[src/rtl/mem_dump_reader_if.sv]
// rtl/mem_dump_reader_if.sv - data memory read port and host word stream of the dump reader
// master: the reader; slave: data memory plus host consumer.
interface mem_dump_reader_if #(
   parameter int ARQ    = 16,
   parameter int MEM_AW = 10
);
   logic              mem_rd_en;
   logic [MEM_AW-1:0] mem_addr;
   logic [ARQ-1:0]    mem_rd_data;
   logic [ARQ-1:0]    out_data;
   logic              out_valid;
   logic              out_ready;
   logic              out_last;

   modport master (
      output mem_rd_en, mem_addr, out_data, out_valid, out_last,
      input  mem_rd_data, out_ready
   );

   modport slave (
      input  mem_rd_en, mem_addr, out_data, out_valid, out_last,
      output mem_rd_data, out_ready
   );
endinterface

[src/rtl/mem_dump_reader.sv]
// rtl/mem_dump_reader.sv - halts the core, drains stores, streams a data memory window to the host
// Reads are issued only when the 2-entry FIFO is guaranteed room for the returning word.
module mem_dump_reader #(
   parameter int ARQ          = 16,
   parameter int MEM_AW       = 10,
   parameter int DRAIN_CYCLES = 4
) (
   input  logic              clk,
   input  logic              rst,
   input  logic              start,
   input  logic [MEM_AW-1:0] base_addr,
   input  logic [MEM_AW:0]   word_count,
   output logic              halt_cpu,
   output logic              busy,
   output logic              done,
   mem_dump_reader_if.master bus
);
   localparam int DW = $clog2(DRAIN_CYCLES + 1);

   typedef enum logic [1:0] {IDLE, DRAIN, READ, FINISH} state_t;

   state_t            state, state_next;
   logic [DW-1:0]     drain_cnt;
   logic [MEM_AW-1:0] addr;
   logic [MEM_AW:0]   issue_left;
   logic [MEM_AW:0]   pop_left;
   logic              rd_pending;
   logic [ARQ-1:0]    fifo_mem [2];
   logic              wr_ptr, rd_ptr;
   logic [1:0]        fifo_count;
   logic [2:0]        occupancy;
   logic              issue, pop, accept;

   assign pop       = bus.out_valid & bus.out_ready;
   assign occupancy = {1'b0, fifo_count} + {2'b00, rd_pending} - {2'b00, pop};
   assign accept    = (state == IDLE) && start && (word_count != '0);

   always_ff @(posedge clk or posedge rst) begin
      if (rst) state <= IDLE;
      else     state <= state_next;
   end

   always_comb begin
      state_next = state;
      issue      = 1'b0;
      case (state)
         IDLE:   if (start) state_next = (word_count == '0) ? FINISH : DRAIN;
         DRAIN:  if (drain_cnt == '0) state_next = READ;
         READ: begin
            issue = (issue_left != '0) && (occupancy < 3'd2);
            if (pop && pop_left == (MEM_AW+1)'(1)) state_next = FINISH;
         end
         FINISH: state_next = IDLE;
         default: state_next = IDLE;
      endcase
   end

   assign halt_cpu      = (state == DRAIN) || (state == READ);
   assign busy          = (state != IDLE);
   assign done          = (state == FINISH);
   assign bus.mem_rd_en = issue;
   assign bus.mem_addr  = addr;
   assign bus.out_valid = (fifo_count != 2'd0);
   assign bus.out_data  = fifo_mem[rd_ptr];
   assign bus.out_last  = bus.out_valid && (pop_left == (MEM_AW+1)'(1));

   // rd_pending clears on reset so a read return landing after reset is never captured.
   always_ff @(posedge clk or posedge rst) begin
      if (rst) begin
         drain_cnt   <= '0;
         addr        <= '0;
         issue_left  <= '0;
         pop_left    <= '0;
         rd_pending  <= 1'b0;
         fifo_mem[0] <= '0;
         fifo_mem[1] <= '0;
         wr_ptr      <= 1'b0;
         rd_ptr      <= 1'b0;
         fifo_count  <= 2'd0;
      end else begin
         rd_pending <= issue;
         if (accept) begin
            addr       <= base_addr;
            issue_left <= word_count;
            pop_left   <= word_count;
            drain_cnt  <= DW'(DRAIN_CYCLES - 1);
         end
         if (state == DRAIN && drain_cnt != '0) drain_cnt <= drain_cnt - 1'b1;
         if (issue) begin
            addr       <= addr + 1'b1;
            issue_left <= issue_left - 1'b1;
         end
         if (pop) begin
            rd_ptr   <= ~rd_ptr;
            pop_left <= pop_left - 1'b1;
         end
         if (rd_pending) begin
            fifo_mem[wr_ptr] <= bus.mem_rd_data;
            wr_ptr           <= ~wr_ptr;
         end
         fifo_count <= fifo_count + {1'b0, rd_pending} - {1'b0, pop};
      end
   end
endmodule

[src/flat_wrapper.sv]
// flat-port wrapper written by rule: the top's interface ports become plain ports
module mem_dump_reader_flat 
#(
   parameter int ARQ          = 16,
   parameter int MEM_AW       = 10,
   parameter int DRAIN_CYCLES = 4
)
  (clk, rst, start, base_addr, word_count, halt_cpu, busy, done, bus_mem_rd_en, bus_mem_addr, bus_out_data, bus_out_valid, bus_out_last, bus_mem_rd_data, bus_out_ready);
  mem_dump_reader_if #(.ARQ(ARQ), .MEM_AW(MEM_AW)) bus_i ();
  input  logic clk;
  input  logic rst;
  input  logic start;
  input  logic [MEM_AW-1:0] base_addr;
  input  logic [MEM_AW:0] word_count;
  output logic halt_cpu;
  output logic busy;
  output logic done;
  output wire logic [$bits(bus_i.mem_rd_en)-1:0] bus_mem_rd_en;
  output wire logic [$bits(bus_i.mem_addr)-1:0] bus_mem_addr;
  output wire logic [$bits(bus_i.out_data)-1:0] bus_out_data;
  output wire logic [$bits(bus_i.out_valid)-1:0] bus_out_valid;
  output wire logic [$bits(bus_i.out_last)-1:0] bus_out_last;
  input wire logic [$bits(bus_i.mem_rd_data)-1:0] bus_mem_rd_data;
  input wire logic [$bits(bus_i.out_ready)-1:0] bus_out_ready;
  assign bus_mem_rd_en = bus_i.mem_rd_en;
  assign bus_mem_addr = bus_i.mem_addr;
  assign bus_out_data = bus_i.out_data;
  assign bus_out_valid = bus_i.out_valid;
  assign bus_out_last = bus_i.out_last;
  assign bus_i.mem_rd_data = bus_mem_rd_data;
  assign bus_i.out_ready = bus_out_ready;
  mem_dump_reader #(.ARQ(ARQ), .MEM_AW(MEM_AW), .DRAIN_CYCLES(DRAIN_CYCLES)) u_core (.clk(clk), .rst(rst), .start(start), .base_addr(base_addr), .word_count(word_count), .halt_cpu(halt_cpu), .busy(busy), .done(done), .bus(bus_i));
endmodule
[config.mk]
export PLATFORM = sky130hd
export DESIGN_NAME = mem_dump_reader_flat
export DESIGN_NICKNAME = d
export VERILOG_FILES = /design/src/rtl/mem_dump_reader_if.sv /design/src/rtl/mem_dump_reader.sv /design/src/flat_wrapper.sv
export SDC_FILE = /design/constraint.sdc
export NUM_CORES = 1
export LEC_CHECK = 0
export ABC_AREA = 0
export BUFFER_PORTS_ARGS = -buffer_cell sky130_fd_sc_hd__buf_2
export CAP_MARGIN = 20
export CORE_MARGIN = 2
export CORE_UTILIZATION = 55
export CTS_CLUSTER_SIZE = 40
export DETAILED_ROUTE_END_ITERATION = 8
export PLACE_DENSITY = 0.82
export SLEW_MARGIN = 10
export SYNTH_ARGS = -nofsm -noshare
export SYNTH_HDL_FRONTEND = slang
export SYNTH_SLANG_ARGS = --single-unit
[constraint.sdc]
create_clock -name clk -period 7 [get_ports clk]
set_input_delay 0.35 -clock clk [delete_from_list [all_inputs] [get_ports clk]]
set_output_delay 0.35 -clock clk [all_outputs]
set_load 0.01 [all_outputs]
# After elaboration in Yosys (flattened, before gate mapping)
# Cells that the tools add are included.
dict set report totals {
  regBits 74
  inputBits 41
  wordCells 74
}
dict set report classes {
  n_addsub 8
  n_lt_le_gt_ge 4
  eq_ne 7
  n_mux 19
  bitwise 5
  reduce_logical 20
}
# op count
set ops {}
lappend ops {{16-bit 2-to-1 mux} 4}
lappend ops {{11-bit 2-to-1 mux} 3}
lappend ops {{32-bit bitwise mux} 1}
lappend ops {{11-bit nonzero test} 2}
lappend ops {{11-bit by 1-bit subtractor with 11-bit output, second input constant} 2}
lappend ops {{10-bit 2-to-1 mux} 2}
lappend ops {{16-bit demux with 1-bit select} 1}
lappend ops {{11-bit by 1-bit == test with 1-bit output, second input constant} 1}
lappend ops {{11-bit logical NOT} 1}
lappend ops {{10-bit by 1-bit adder with 10-bit output, second input constant} 1}
lappend ops {{2-bit nonzero test} 5}
lappend ops {{2-bit 2-to-1 mux} 4}
lappend ops {{2-bit one-hot mux with 4 select lines} 1}
lappend ops {{1-bit logical AND} 7}
lappend ops {{3-bit 2-to-1 mux} 2}
lappend ops {{2-bit == test, second input constant} 2}
lappend ops {{2-bit >= comparator, second input constant} 2}
lappend ops {{2-bit by 1-bit != test with 1-bit output, second input constant} 2}
lappend ops {{1-bit inverter with 2-bit output} 2}
lappend ops {{2-bit by 1-bit adder with 3-bit output} 1}
lappend ops {{3-bit logical NOT} 1}
lappend ops {{3-bit by 2-bit < comparator with 1-bit output, second input constant} 1}
lappend ops {{3-bit AND reduction} 1}
lappend ops {{3-bit nonzero test} 1}
lappend ops {{12 further kinds} 13}

# Logic depth before layout (Yosys ltp)
dict set report depth {
  word_depth 7
  mapped_depth 12
  depth_no_buf 11
}

# Worst setup path before layout
# OpenSTA, ideal clock, no wires.
dict set report synth_timing {
  kind {register to register}
  from {register u_core.fifo_count[1]}
  to {register u_core.issue_left[6]}
  setup_time_ps 126
  arrival_ps 2950
  t_required_ps 6874
  slack_ps 3924
  stages_incl_launch_ff 13
  path_buffers 2
  path_cell_list {dfrtp_1 > o21ai_1 > clkbuf_1 > xnor2_1 > ha_1 > inv_1 > fa_1 > xnor2_1 > nand3_1 > o21ai_1 > clkbuf_1 > o21ai_0 > a221o_1}
}
dict set report synth_via {
  elab_chain_cells 7
  word_cells_on_any_way 9
  cone_classes {add/sub (2); order compare (1); mux (2); bitwise (1); reduce/logical (3)}
}
# item line_no
set synth_rtl {}
lappend synth_rtl {{from (decl)} mem_dump_reader.sv:30} ;# logic [1:0] fifo_count;
lappend synth_rtl {{from (signal assigned)} mem_dump_reader.sv:101} ;# fifo_count <= fifo_count + {1'b0, rd_pending} - {1'b0, pop};
lappend synth_rtl {{branches (longest 2 deep; another with 2-bit by 1-bit adder with 3-bit output)} -}
lappend synth_rtl {{3-bit by 1-bit subtractor with 3-bit output (*)} mem_dump_reader.sv:35} ;# assign occupancy = {1'b0, fifo_count} + {2'b00, rd_pending} - {2'b00, pop};
lappend synth_rtl {{3-bit by 2-bit < comparator with 1-bit output (*)} mem_dump_reader.sv:50} ;# issue = (issue_left != '0) && (occupancy < 3'd2);
lappend synth_rtl {{1-bit logical AND (*)} mem_dump_reader.sv:50}
lappend synth_rtl {{1-bit 2-to-1 mux (*)} mem_dump_reader.sv:46} ;# case (state)
lappend synth_rtl {{11-bit 2-to-1 mux / 2-bit nonzero test (equally long branches)} -}
lappend synth_rtl {{to (signal assigned)} mem_dump_reader.sv:84} ;# issue_left <= word_count;
lappend synth_rtl {{to (signal assigned)} mem_dump_reader.sv:91} ;# issue_left <= issue_left - 1'b1;
lappend synth_rtl {{to (decl)} mem_dump_reader.sv:25} ;# logic [MEM_AW:0] issue_left;
# Mark *: on every way between the ends.
# A chain may end at the register's enable or synchronous reset.

# Final worst setup path
dict set report layout_timing {
  from {register u_core.fifo_count[1]}
  to {output bus_mem_rd_en}
}
dict set report layout_via {
  elab_chain_cells 6
  word_cells_on_any_way 7
  cone_classes {add/sub (2); order compare (1); mux (1); bitwise (1); reduce/logical (2)}
}
# item line_no
set layout_rtl {}
lappend layout_rtl {{branches (longest 2 deep; another with 2-bit by 1-bit adder with 3-bit output)} -}
lappend layout_rtl {{3-bit by 1-bit subtractor with 3-bit output (*)} mem_dump_reader.sv:35}
lappend layout_rtl {{3-bit by 2-bit < comparator with 1-bit output (*)} mem_dump_reader.sv:50}
lappend layout_rtl {{1-bit logical AND (*)} mem_dump_reader.sv:50}
lappend layout_rtl {{1-bit 2-to-1 mux (*)} mem_dump_reader.sv:46}
lappend layout_rtl {{to (decl)} flat_wrapper.sv:18} ;# output wire logic [$bits(bus_i.mem_rd_en)-1:0] bus_mem_rd_en;
# Marks and branches as above.

==> results.sh <==
export IMPL_cellLeakagePower_nw=2.006
export IMPL_cp_slowest_stage_delay_ps=800
export IMPL_fin_area_um2=4472
export IMPL_grt_util_met2_pct=36.57
export IMPL_p_int_mw=1.238
export IMPL_nets=484
export IMPL_cp_cell_sequence="o21ai_1 > xnor2_1 > ha_1 > inv_1 > fa_1 > xnor2_1 > and3_1 > nand2_4 > inv_2 > buf_2"
export IMPL_cts_setup_buffers=0
export IMPL_clock_latency_ps=340
export IMPL_ys_types=56
export IMPL_cts_resized_gates=0
export IMPL_setup_slack_ps=3126
export IMPL_pwr_share_clk_pct=14.1
export IMPL_cts_tree="built"
export IMPL_syn_inst=357
export IMPL_grt_pass1_wl_um=14430
export IMPL_die_w_um=87.76
export IMPL_synth_common_cells="dfrtp_1, mux2_2, nor2_1"
export IMPL_power_switching_mw=0.8112
export IMPL_drive_above_1_share_pct=34.33
export IMPL_dieArea_um2=7702
export IMPL_drt_total_wl_um=8565
export IMPL_drtPass1Iterations=5
export IMPL_row_count=30
export IMPL_combPwrFrac_pct=45.9
export IMPL_stdcell_count=530
export IMPL_critPathBufInv=3
export IMPL_end_kind="primary output"
export IMPL_fmax_mhz=258.1
export IMPL_grt_met1_usage_pct=32.88
export IMPL_avgRoutedWirePerCell_um=16.16
export IMPL_grt_pass1_vias=3057
export IMPL_sw_frac_of_total_pct=39.58
export IMPL_gr_usage_met3_pct=4.618
export IMPL_ys_ff_latch=74
export IMPL_min_path_type="primary input to flip-flop"
export IMPL_final_min_clock_period_ps=3875
export IMPL_placed_area_um2=4303
export IMPL_r2r_slack_ps=3140
export IMPL_critical_path_top_delay_family="compound AO/OA/AOI/OAI gates"
export IMPL_portBuffers=72
export IMPL_hpwlAfterDp_um=6030
export IMPL_start_util_pct=56.80
export IMPL_status="complete, no violations"
export IMPL_skew_ps=8.347
export IMPL_syn2layout_area_growth_pct=15.89
export IMPL_synth_top_area_cell="dfrtp_1"
export IMPL_routabilityCongestion=0.8479
export IMPL_maxSlewViolCount=0
export IMPL_post_place_ws_ps=3202
export IMPL_ys_top_cells_by_area="dfrtp_1, mux2_2, ha_1, a221o_1, nor2_1"
export IMPL_cts_root_buf="clkbuf_8"
export IMPL_die_y_um=87.76
export IMPL_yosys_area_top_type_share_pct=47.99
export IMPL_drtAntennaViolNets=0
export IMPL_overflow=0
export IMPL_grt_setup_unrepaired="no"
export IMPL_holdBufCountCts=0
export IMPL_via_per_inst=5.911
export IMPL_drt_iter0_drc=161
export IMPL_async_reset_ff_share_pct=100.0
export IMPL_diodes=0
export IMPL_cts_htree_levels=3
export IMPL_finalSetupViolations=0
export IMPL_critPathRequiredTime_ps=6650
export IMPL_via_count=3133
export IMPL_num_io_pins=73
export IMPL_busiest_layer="met2"
export IMPL_crit_type="flip-flop to primary output"
export IMPL_grt_antenna_before_repair=0
export IMPL_synth_edf_count=0
export IMPL_cts_made_buffers=9
export IMPL_ys_flop_type="dfrtp_1"
export IMPL_synth_most_common_cell="dfrtp_1"
export IMPL_cap_violations=0
export IMPL_tightest_slew_ps=984.6
export IMPL_clk_pin_slew_ps=80
export IMPL_synth_nets=411
export IMPL_syn_area_um2=3859
export IMPL_pwr_density_cell_nw_per_um2=458.3
export IMPL_crit_top_cell="xnor2_1"
export IMPL_route_detailed_drc=0
export IMPL_clockBufferDepth=2
export IMPL_core_um2=6794
export IMPL_gr_usage_all_layers_pct=23.96
export IMPL_yosys_warnings=0
export IMPL_arrival_ps=3520
export IMPL_cts_sinks=74
export IMPL_grt_max_degree=75
export IMPL_critPathMaxFanout=24
export IMPL_ir_drop_mv=0.2343
export IMPL_setup_tns_ps=0
export IMPL_period_share_pct=55.35
export IMPL_syn_area_per_cell_um2=10.81
export IMPL_hold_violations=0
export IMPL_pwr_share_seq_pct=40.0
export IMPL_cp_start_kind="flip-flop"
export IMPL_dpl_cell_count=515
export IMPL_crit_slowest_cell="o21ai_1"
export IMPL_maxSlewHeadroom_pct=33.92
export IMPL_ys_seq_area_share_pct=47.99
[metrics by stage]
stage               hold slack, ps  utilization (%)  total power [mW]
floorplan                    446.3                -             1.482
global placement             463.7            63.33             1.715
detailed placement           476.1            63.33             1.764
CTS                          230.4            65.82             2.058
global route                 241.5            65.82             2.221
finish                       240.1            65.82             2.049
[power by group through the flow]
stage          sequential, mW  clock [mW]  combinational (mW)
2_1_floorplan           0.774           0               0.708
3_3_place_gp            0.810           0               0.905
3_5_place_dp            0.823           0               0.941
4_1_cts                 0.815       0.297               0.946
5_1_grt                 0.853       0.319                1.05
6_report                0.820       0.289               0.940
[layout make-up]
cell class / count / area (um^2)
well taps: 96 / 120.1
fillers: 568 / 2322
flip-flops and latches: 74 / 1852
clock buffers: 10 / 137.6
multi-input cells: 253 / 1884
clock inverters: 5 / 31.28
inverters: 17 / 63.81
repair buffers: 75 / 382.9
[final timing paths]
check / depth (start not counted) / from / endpoint
setup / recovery: 10 / u_core.fifo_count[1] / bus_mem_rd_en
hold / removal: 2 / base_addr[6] / u_core.bus.mem_addr[6]
setup reg to reg: 10 / u_core.fifo_count[1] / u_core.issue_left[7]
hold reg to reg: 1 / u_core.drain_cnt[2] / u_core.drain_cnt[2]
max in group asynchronous: 3 / rst / u_core.pop_left[3]
min in group asynchronous: 3 / rst / u_core.bus.mem_addr[5]
[cells in the final DEF, fill, tap and decap left out, types with 5 or more instances in the layout]
| cell type | synthesis | final |
|---|---|---|
| mux2_2 | 48 | 48 |
| a21oi_1 | 15 | 15 |
| inv_1 | 16 | 15 |
| o21ai_0 | 14 | 14 |
| nand3_1 | 9 | 9 |
| nor4_1 | 8 | 8 |
| dfrtp_1 | 74 | 74 |
| buf_2 | 2 | 72 |
| o21ai_1 | 14 | 14 |
| a221o_1 | 11 | 11 |
| clkbuf_8 | 0 | 10 |
| ha_1 | 12 | 12 |
| nand2_1 | 20 | 20 |
| o221a_1 | 5 | 5 |
| nor3_1 | 11 | 11 |
| nor2_1 | 22 | 22 |
[metal layers]
layer,routed length (um),up-vias
met5,0,-
met4,242,0
met3,581,25
met2,3959,127
met1,3780,1511
li1,-,1470
[worst register-to-register path, cell delays in order, from the launching register on]
cell     delay (ps)
dfrtp_1         440
o21ai_1         800
xnor2_1         200
ha_1            180
inv_1            50
fa_1            370
xnor2_1         210
nand3_1         270
o21ai_1         700
o21ai_0         190
a221o_1         320
[flip-flops by register name (all words and copies together), names as in the netlist]
signal               count
u_core.bus.mem_addr     10
u_core.drain_cnt         3
u_core.fifo_count        2
u_core.fifo_mem         32
u_core.issue_left       11
u_core.pop_left         11
u_core.rd_pending        1
u_core.rd_ptr            1
u_core.state             2
u_core.wr_ptr            1
[cells by family after synthesis]
family	count (synthesis)	synth area share (%)
adders and majority gates	13	4.410
muxes	50	14.53
DFF	74	47.99
AOI/OAI and AO/OA	87	15.50
xor gates and xnor gates	4	0.9081
buffers and inverters	30	3.177
and+or+nand+nor	99	13.49
Power figures use the tool's default switching activity.
